**src/rtl/ntt_stage_controller.sv**
```systemverilog
// Issue-side sequencer for the three-stage mixed-radix NTT: walks p/k/j per stage with a write-back gap.
// Optional INTT_EN adds an i_mode port that reverses the stage order (p = 0, 1, 2).
module ntt_stage_controller #(
  parameter int STAGE_GAP = 2
) (
  input  logic       i_clk,
  input  logic       i_rst_n,
  input  logic       i_start,
  input  logic       i_stall,
`ifdef INTT_EN
  input  logic       i_mode,
`endif
  output logic [3:0] o_p,
  output logic [4:0] o_k,
  output logic [4:0] o_j,
  output logic       o_valid,
  output logic       o_busy,
  output logic       o_done,
  output logic [1:0] o_state
);

  // Handshake: o_valid=1 means p/k/j is a live issue; it is consumed on a cycle
  // where i_stall=0, otherwise it is held unchanged on the next cycle.
  typedef enum logic [1:0] {S_IDLE, S_RUN, S_GAP, S_DONE} state_t;

  state_t     r_state;
  logic [3:0] r_p;
  logic [4:0] r_k;
  logic [4:0] r_j;
  logic       r_valid;
  logic       r_busy;
  logic       r_done;
  logic [1:0] r_stage;
  logic [3:0] r_gap_cnt;
  logic       r_inv;

  logic       w_mode;
  logic       w_last_j;
  logic       w_last_k;
  logic       w_last_stage;
  logic [3:0] w_next_p;

  function automatic logic [3:0] stage_p(input logic [1:0] idx, input logic inv);
    return inv ? {2'b00, idx} : {2'b00, 2'd2 - idx};
  endfunction

  function automatic logic [4:0] grp_last(input logic [3:0] p);
    case (p)
      4'd2:    return 5'd1;
      4'd1:    return 5'd7;
      default: return 5'd31;
    endcase
  endfunction

  function automatic logic [4:0] bfly_last(input logic [3:0] p);
    case (p)
      4'd2:    return 5'd31;
      4'd1:    return 5'd7;
      default: return 5'd1;
    endcase
  endfunction

`ifdef INTT_EN
  assign w_mode = i_mode;
`else
  assign w_mode = 1'b0;
`endif

  assign w_last_j     = (r_j == bfly_last(r_p));
  assign w_last_k     = (r_k == grp_last(r_p));
  assign w_last_stage = (r_stage == 2'd2);
  assign w_next_p     = stage_p(r_stage + 2'd1, r_inv);

  always_ff @(posedge i_clk or negedge i_rst_n) begin
    if (!i_rst_n) begin
      r_state   <= S_IDLE;
      r_p       <= '0;
      r_k       <= '0;
      r_j       <= '0;
      r_valid   <= 1'b0;
      r_busy    <= 1'b0;
      r_done    <= 1'b0;
      r_stage   <= '0;
      r_gap_cnt <= '0;
      r_inv     <= 1'b0;
    end else begin
      case (r_state)
        S_IDLE: begin
          if (i_start) begin
            r_state <= S_RUN;
            r_inv   <= w_mode;
            r_stage <= 2'd0;
            r_p     <= stage_p(2'd0, w_mode);
            r_k     <= '0;
            r_j     <= '0;
            r_valid <= 1'b1;
            r_busy  <= 1'b1;
          end
        end
        S_RUN: begin
          if (!i_stall) begin
            if (!w_last_j) begin
              r_j <= r_j + 5'd1;
            end else begin
              r_j <= '0;
              if (!w_last_k) begin
                r_k <= r_k + 5'd1;
              end else begin
                r_k <= '0;
                if (w_last_stage) begin
                  r_state <= S_DONE;
                  r_p     <= '0;
                  r_valid <= 1'b0;
                  r_busy  <= 1'b0;
                  r_done  <= 1'b1;
                end else begin
                  r_stage <= r_stage + 2'd1;
                  r_p     <= w_next_p;
                  // A zero gap chains stages back to back without a bubble.
                  if (STAGE_GAP != 0) begin
                    r_state   <= S_GAP;
                    r_valid   <= 1'b0;
                    r_gap_cnt <= 4'(STAGE_GAP - 1);
                  end
                end
              end
            end
          end
        end
        S_GAP: begin
          if (r_gap_cnt == 4'd0) begin
            r_state <= S_RUN;
            r_valid <= 1'b1;
          end else begin
            r_gap_cnt <= r_gap_cnt - 4'd1;
          end
        end
        S_DONE: begin
          r_done  <= 1'b0;
          r_state <= S_IDLE;
        end
        default: r_state <= S_IDLE;
      endcase
    end
  end

  assign o_p     = r_p;
  assign o_k     = r_k;
  assign o_j     = r_j;
  assign o_valid = r_valid;
  assign o_busy  = r_busy;
  assign o_done  = r_done;
  assign o_state = r_state;

endmodule

```
**config.mk**
```make
export PLATFORM = sky130hd
export DESIGN_NAME = ntt_stage_controller
export DESIGN_NICKNAME = d
export VERILOG_FILES = /design/src/rtl/ntt_stage_controller.sv
export SDC_FILE = /design/constraint.sdc
export NUM_CORES = 1
export LEC_CHECK = 0
export ABC_AREA = 1
export CORE_MARGIN = 5
export CORE_UTILIZATION = 53
export DETAILED_ROUTE_END_ITERATION = 7
export PLACE_DENSITY = 0.88
export SLEW_MARGIN = 10
export SYNTH_ARGS = -nofsm -noshare
export SYNTH_HDL_FRONTEND = slang
export SYNTH_SLANG_ARGS = --single-unit
```
**constraint.sdc**
```tcl
create_clock -name i_clk -period 2 [get_ports i_clk]
set_input_delay 0.3 -clock i_clk [delete_from_list [all_inputs] [get_ports i_clk]]
set_output_delay 0.3 -clock i_clk [all_outputs]
set_load 0.05 [all_outputs]
```
# Word-level counts from Yosys, hierarchy flattened
# Cells that the tools add are included.
[totals] word_cells=96 ff_bits=25 in_bits=4
[op_classes] add_sub_neg=5 mux=51 eq_ne=16 reduce_logical=15
[op_table] op="$pmux W5 S2" count=4
[op_table] op="$mux W4" count=9
[op_table] op="$mux W5" count=6
[op_table] op="$reduce_and A6 Y1" count=4
[op_table] op="$mux W2" count=11
[op_table] op="$ne A2 B2 Y1 const B" count=8
[op_table] op="$pmux W4 S2" count=2
[op_table] op="$reduce_and A5 Y1" count=3
[op_table] op="$mux W1" count=14
[op_table] op="$add A5 B1 Y5 const B" count=2
[op_table] op="$eq A5 B5 Y1" count=2
[op_table] op="$pmux W2 S4" count=1
[op_table] op="$eq A2 B2 Y1 const B" count=3
[op_table] op="$reduce_bool A2 Y1" count=3
[op_table] op="$eq A4 B1 Y1 const B" count=1
[op_table] op="$eq A4 B2 Y1 const B" count=1
[op_table] op="$logic_not A4 Y1" count=1
[op_table] op="$pmux W1 S2" count=2
[op_table] op="$pmux W2 S2" count=1
[op_table] op="$reduce_and A4 Y1" count=1
[op_table] op="$sub A4 B1 Y4 const B" count=1
[op_table] op="$pmux W1 S3" count=1
[op_table] op="$reduce_and A3 Y1" count=1
[op_table] op="$reduce_bool A3 Y1" count=1
[op_table] op="4 further kinds" count=4

# Longest topological paths before layout
[depth] word_depth=7 mapped_depth=11

# Worst setup path after synthesis
# No wires, ideal clock.
[synth_path] path_type="register -> register" from="register r_p[0], in the netlist o_p[0]" to="register r_valid, in the netlist o_valid" setup_ps=122 path_stages_with_launch=11 synth_period_minus_slack_ps=1926 required_ps=1878 n_path_buf=0 arrival_time_ps=1803 slack_ps=74 cell_sequence="dfrtp_1 -> inv_1 -> ha_1 -> nor2_1 -> nor2_1 -> nor2_1 -> nand2_1 -> nand2_4 -> nand3b_1 -> nand2_1 -> o21ai_1"
[synth_via] elab_chain_len=5
[synth_lines] item="start, declared" line="27" rtl="logic [3:0] r_p;"
[synth_lines] item="start signal, assigned" line="93" rtl="r_p <= stage_p(2'd0, w_mode);"
[synth_lines] item="start signal, assigned" line="118" rtl="r_p <= w_next_p;"
[synth_lines] item="$eq A4 B1 Y1 or $eq A4 B2 Y1 (tied branches)" line="48, 56"
[synth_lines] item="$pmux W5 S2 (on tied branches)" line="48, 56"
[synth_lines] item="$eq A5 B5 Y1 (on tied branches)" line="70, 69"
[synth_lines] item="$ne A2 B2 Y1 (no line)"
[synth_lines] item="$reduce_and A6 Y1 (no line) (*)"
[synth_lines] item="end signal, assigned" line="80" rtl="r_valid <= 1'b0;"
[synth_lines] item="end signal, assigned" line="96" rtl="r_valid <= 1'b1;"
[synth_lines] item="end signal, assigned" line="113" rtl="r_valid <= 1'b0;"
[synth_lines] item="end, declared" line="30" rtl="logic r_valid;"
# Mark *: on every way between the ends. The rest lies on a longest branch, timed or not.
# A chain may end at the register's enable or synchronous reset.

# Worst setup path in the final report
[layout_path] from="register r_state[1], in the netlist o_state[1]" to="output port o_state[1]"
[layout_lines] item="start, declared" line="26" rtl="state_t r_state;"
[layout_lines] item="start signal, assigned" line="76" rtl="r_state <= S_IDLE;"
[layout_lines] item="start signal, assigned" line="90" rtl="r_state <= S_RUN;"
[layout_lines] item="start signal, assigned" line="111" rtl="r_state <= S_DONE;"
[layout_lines] item="end, declared" line="19" rtl="output logic [1:0] o_state"
# No word-level cell between the ends.

==> flow_metrics.tcl <==
set metrics [dict create \
    status "finished clean" \
    synth_top_area_share 0.389 \
    insertedDiodeCount 0 \
    design.core.area_um2 2710 \
    finalCritPeriodShare 0.952 \
    fin_crit_ns 1.90 \
    cts.path.max_buffers 2 \
    setup_violations 0 \
    drive_gt1_frac 0.135 \
    grt_max_degree 24 \
    ir_drop_mv 1.27 \
    ys_types 30 \
    rows 19 \
    cts_hold_buf 0 \
    worst-setup-path-type "reg2out" \
    ys_ff_latch 23 \
    wl_per_cell_um 12.1 \
    fillerInstances 228 \
    max_freq_mhz 525 \
    ys_warn_count 0 \
    routed_wl_mm 2.89 \
    slowest_stage "clkdlybuf4s50_1" \
    critPathBufInv 1 \
    gp_congestion 0.829 \
    grt_pass1_vias 1238 \
    drt_iter0_markers 93 \
    io_pins 23 \
    drt_first_pass_iters 4 \
    htree_levels 1 \
    die-area_um2 3950 \
    grt_overflow 0 \
    nets 220 \
    grt_util_all_layers 0.165 \
    clock-sinks 23 \
    drc 0 \
    rsz0062_at_grt "no" \
    grt_pass1_wl_mm 5.42 \
    cap_violations 0 \
    path_cells "clkdlybuf4s50_1" \
    clk_pin_slew_ns 0.12 \
    dp_hpwl_mm 2.30 \
    arrival_ns 1.60 \
    antenna_found_initial 0 \
    setup_tns_ns 0 \
    hold_class "in2async" \
    powerDensity_nw_per_um2 1730 \
    crit_required_ns 1.70 \
    finalMaxSlewViolations 0 \
    hold_viol_final 0 \
    synth-seq-area-share 0.389 \
    port_buffers 20 \
    insertion_delay_ns 0.30 \
    vias 1230 \
    slowest_delay_ns 0.84 \
    worst_pin_slew_ns 0.530 \
    via_per_inst 5.17 \
    cts_buffers 3 \
    start_util 0.546 \
    ys_top_cells_by_area "dfrtp_1, nand2_1, ha_1, nor2_1, xor2_1" \
    cts_tree "built" \
    slew_headroom 0.646 \
    hold_slack_ns 0.321 \
    synthToLayoutAreaGrowth_pct 16.1 \
    ant_nets 0 \
    cp-start-kind "flip-flop" \
    avgSynthCellArea_um2 7.99 \
    skew_ns 0.00180 \
    yosys.area.top_type "dfrtp_1" \
    die_x_um 62.8 \
    fp.dieH_um 62.8 \
    netlist_area_um2 1480 \
    cp_top_family "buffers and inverters" \
    synthCells 185 \
    worstSetupEndpointType "output pin" \
    p_leak_nw 0.829 \
    path_max_fanout 4 \
    cts_root_buf "clkbuf_4" \
]
## layer usage
layer | GRT usage | vias up | share of wire
met5 | 0 | - | 0
met4 | 0.0504 | 0 | 0.022
met3 | 0.0270 | 8 | 0.038
met2 | 0.285 | 23 | 0.49
met1 | 0.209 | 571 | 0.44
li1 | - | 628 | -
## layout by cell type (no fill, tap or decap), types with 4 or more instances in the layout
master,synthesis,routed
o21ai_1,5,5
nand4_1,5,5
clkdlybuf4s50_1,0,19
nor2_1,21,21
o21ai_0,4,4
nand2_2,5,5
inv_1,12,12
nand2_1,58,58
dfrtp_1,23,23
ha_1,8,8
nand3_1,10,10
xor2_1,6,6
## power by group
part	switching (W)	internal (W)	total [W]
Combinational	0.00130	0.000642	0.00195
Clock	0.000135	0.0000778	0.000213
Sequential	0.000174	0.000633	0.000807
## layout make-up
type,count,area [um2],share of cell area
clock buffer,4,26.3,0.0153
inverter,16,62.6,0.0364
multi-input combinational,142,796,0.464
sequential,23,576,0.335
tap,31,38.8,0.0226
timing repair buffer,22,218,0.127
## stage by stage
step | total power [W] | instances | setup slack, ns | instance area (um2) | util
final | 0.00297 | 238 | 0.0959 | 1720 | 0.633
after global routing | 0.00325 | 238 | 0.0236 | 1720 | 0.633
after CTS | 0.00298 | 238 | 0.0172 | 1710 | 0.633
after detailed placement | 0.00277 | 234 | 0.282 | 1690 | 0.623
after global placement | 0.00272 | 234 | 0.291 | 1690 | 0.623
after floorplan | 0.00233 | 186 | 0.0744 | 1480 | -
## worst paths after layout
check	start	end	slack, ns	cells past startpoint
max in group asynchronous	i_rst_n	o_state[0]$_DFFE_PN0P_	1.45	2
min in group i_clk	o_done$_DFFE_PN0P_	o_done$_DFFE_PN0P_	0.48	2
max	o_state[1]$_DFFE_PN0P_	o_state[1]	0.1	1
min	i_rst_n	o_k[1]$_DFFE_PN0P_	0.32	2
min reg2reg	o_done$_DFFE_PN0P_	o_done$_DFFE_PN0P_	0.48	2
max reg2reg	o_p[0]$_DFFE_PN0P_	r_gap_cnt[2]$_DFFE_PN0P_	0.26	10
## what timing repair did
item / CTS / global route
endpoints found under the setup margin: 0 / 1
endpoints found under the hold margin: 0 / 0
gates resized for setup: 0 / 1
buffers inserted: 0 / 0
## synth_stat cells
master	n
a21oi_2	1
xnor2_1	1
nand4_1	5
nand3b_1	1
nor2_2	1
o21ai_2	3
dfrtp_1	23
o21ai_4	1
a21oi_1	1
buf_4	2
nor3_2	1
o21ai_0	4
o21ai_1	5
nor2_4	1
xor2_1	6
conb_1	1
inv_4	1
inv_2	3
ha_1	8
o21bai_1	1
buf_6	3
nand2_4	3
nor2_1	21
nand3_4	1
or2_2	1
nand2_1	58
inv_1	12
a21oi_4	1
nand2_2	5
nand3_1	10
## state kept, by name, summed over array words and instances (netlist names)
register / flops
o_j: 5
o_k: 5
r_gap_cnt: 4
o_p: 2
o_state: 2
r_stage: 2
o_busy: 1
o_done: 1
o_valid: 1
## cell families after synthesis
| logic type | Yosys count | share of synthesized area |
|---|---|---|
| and+or+nand+nor | 108 | 0.339 |
| DFF | 23 | 0.389 |
| buffers and inverters | 21 | 0.0753 |
| AOI/OAI and AO/OA | 17 | 0.0846 |
| adders and majority gates | 8 | 0.0677 |
| xor gates and xnor gates | 7 | 0.0415 |
| other | 1 | 0.00254 |
Note: power is estimated with default switching activity, not from simulation.
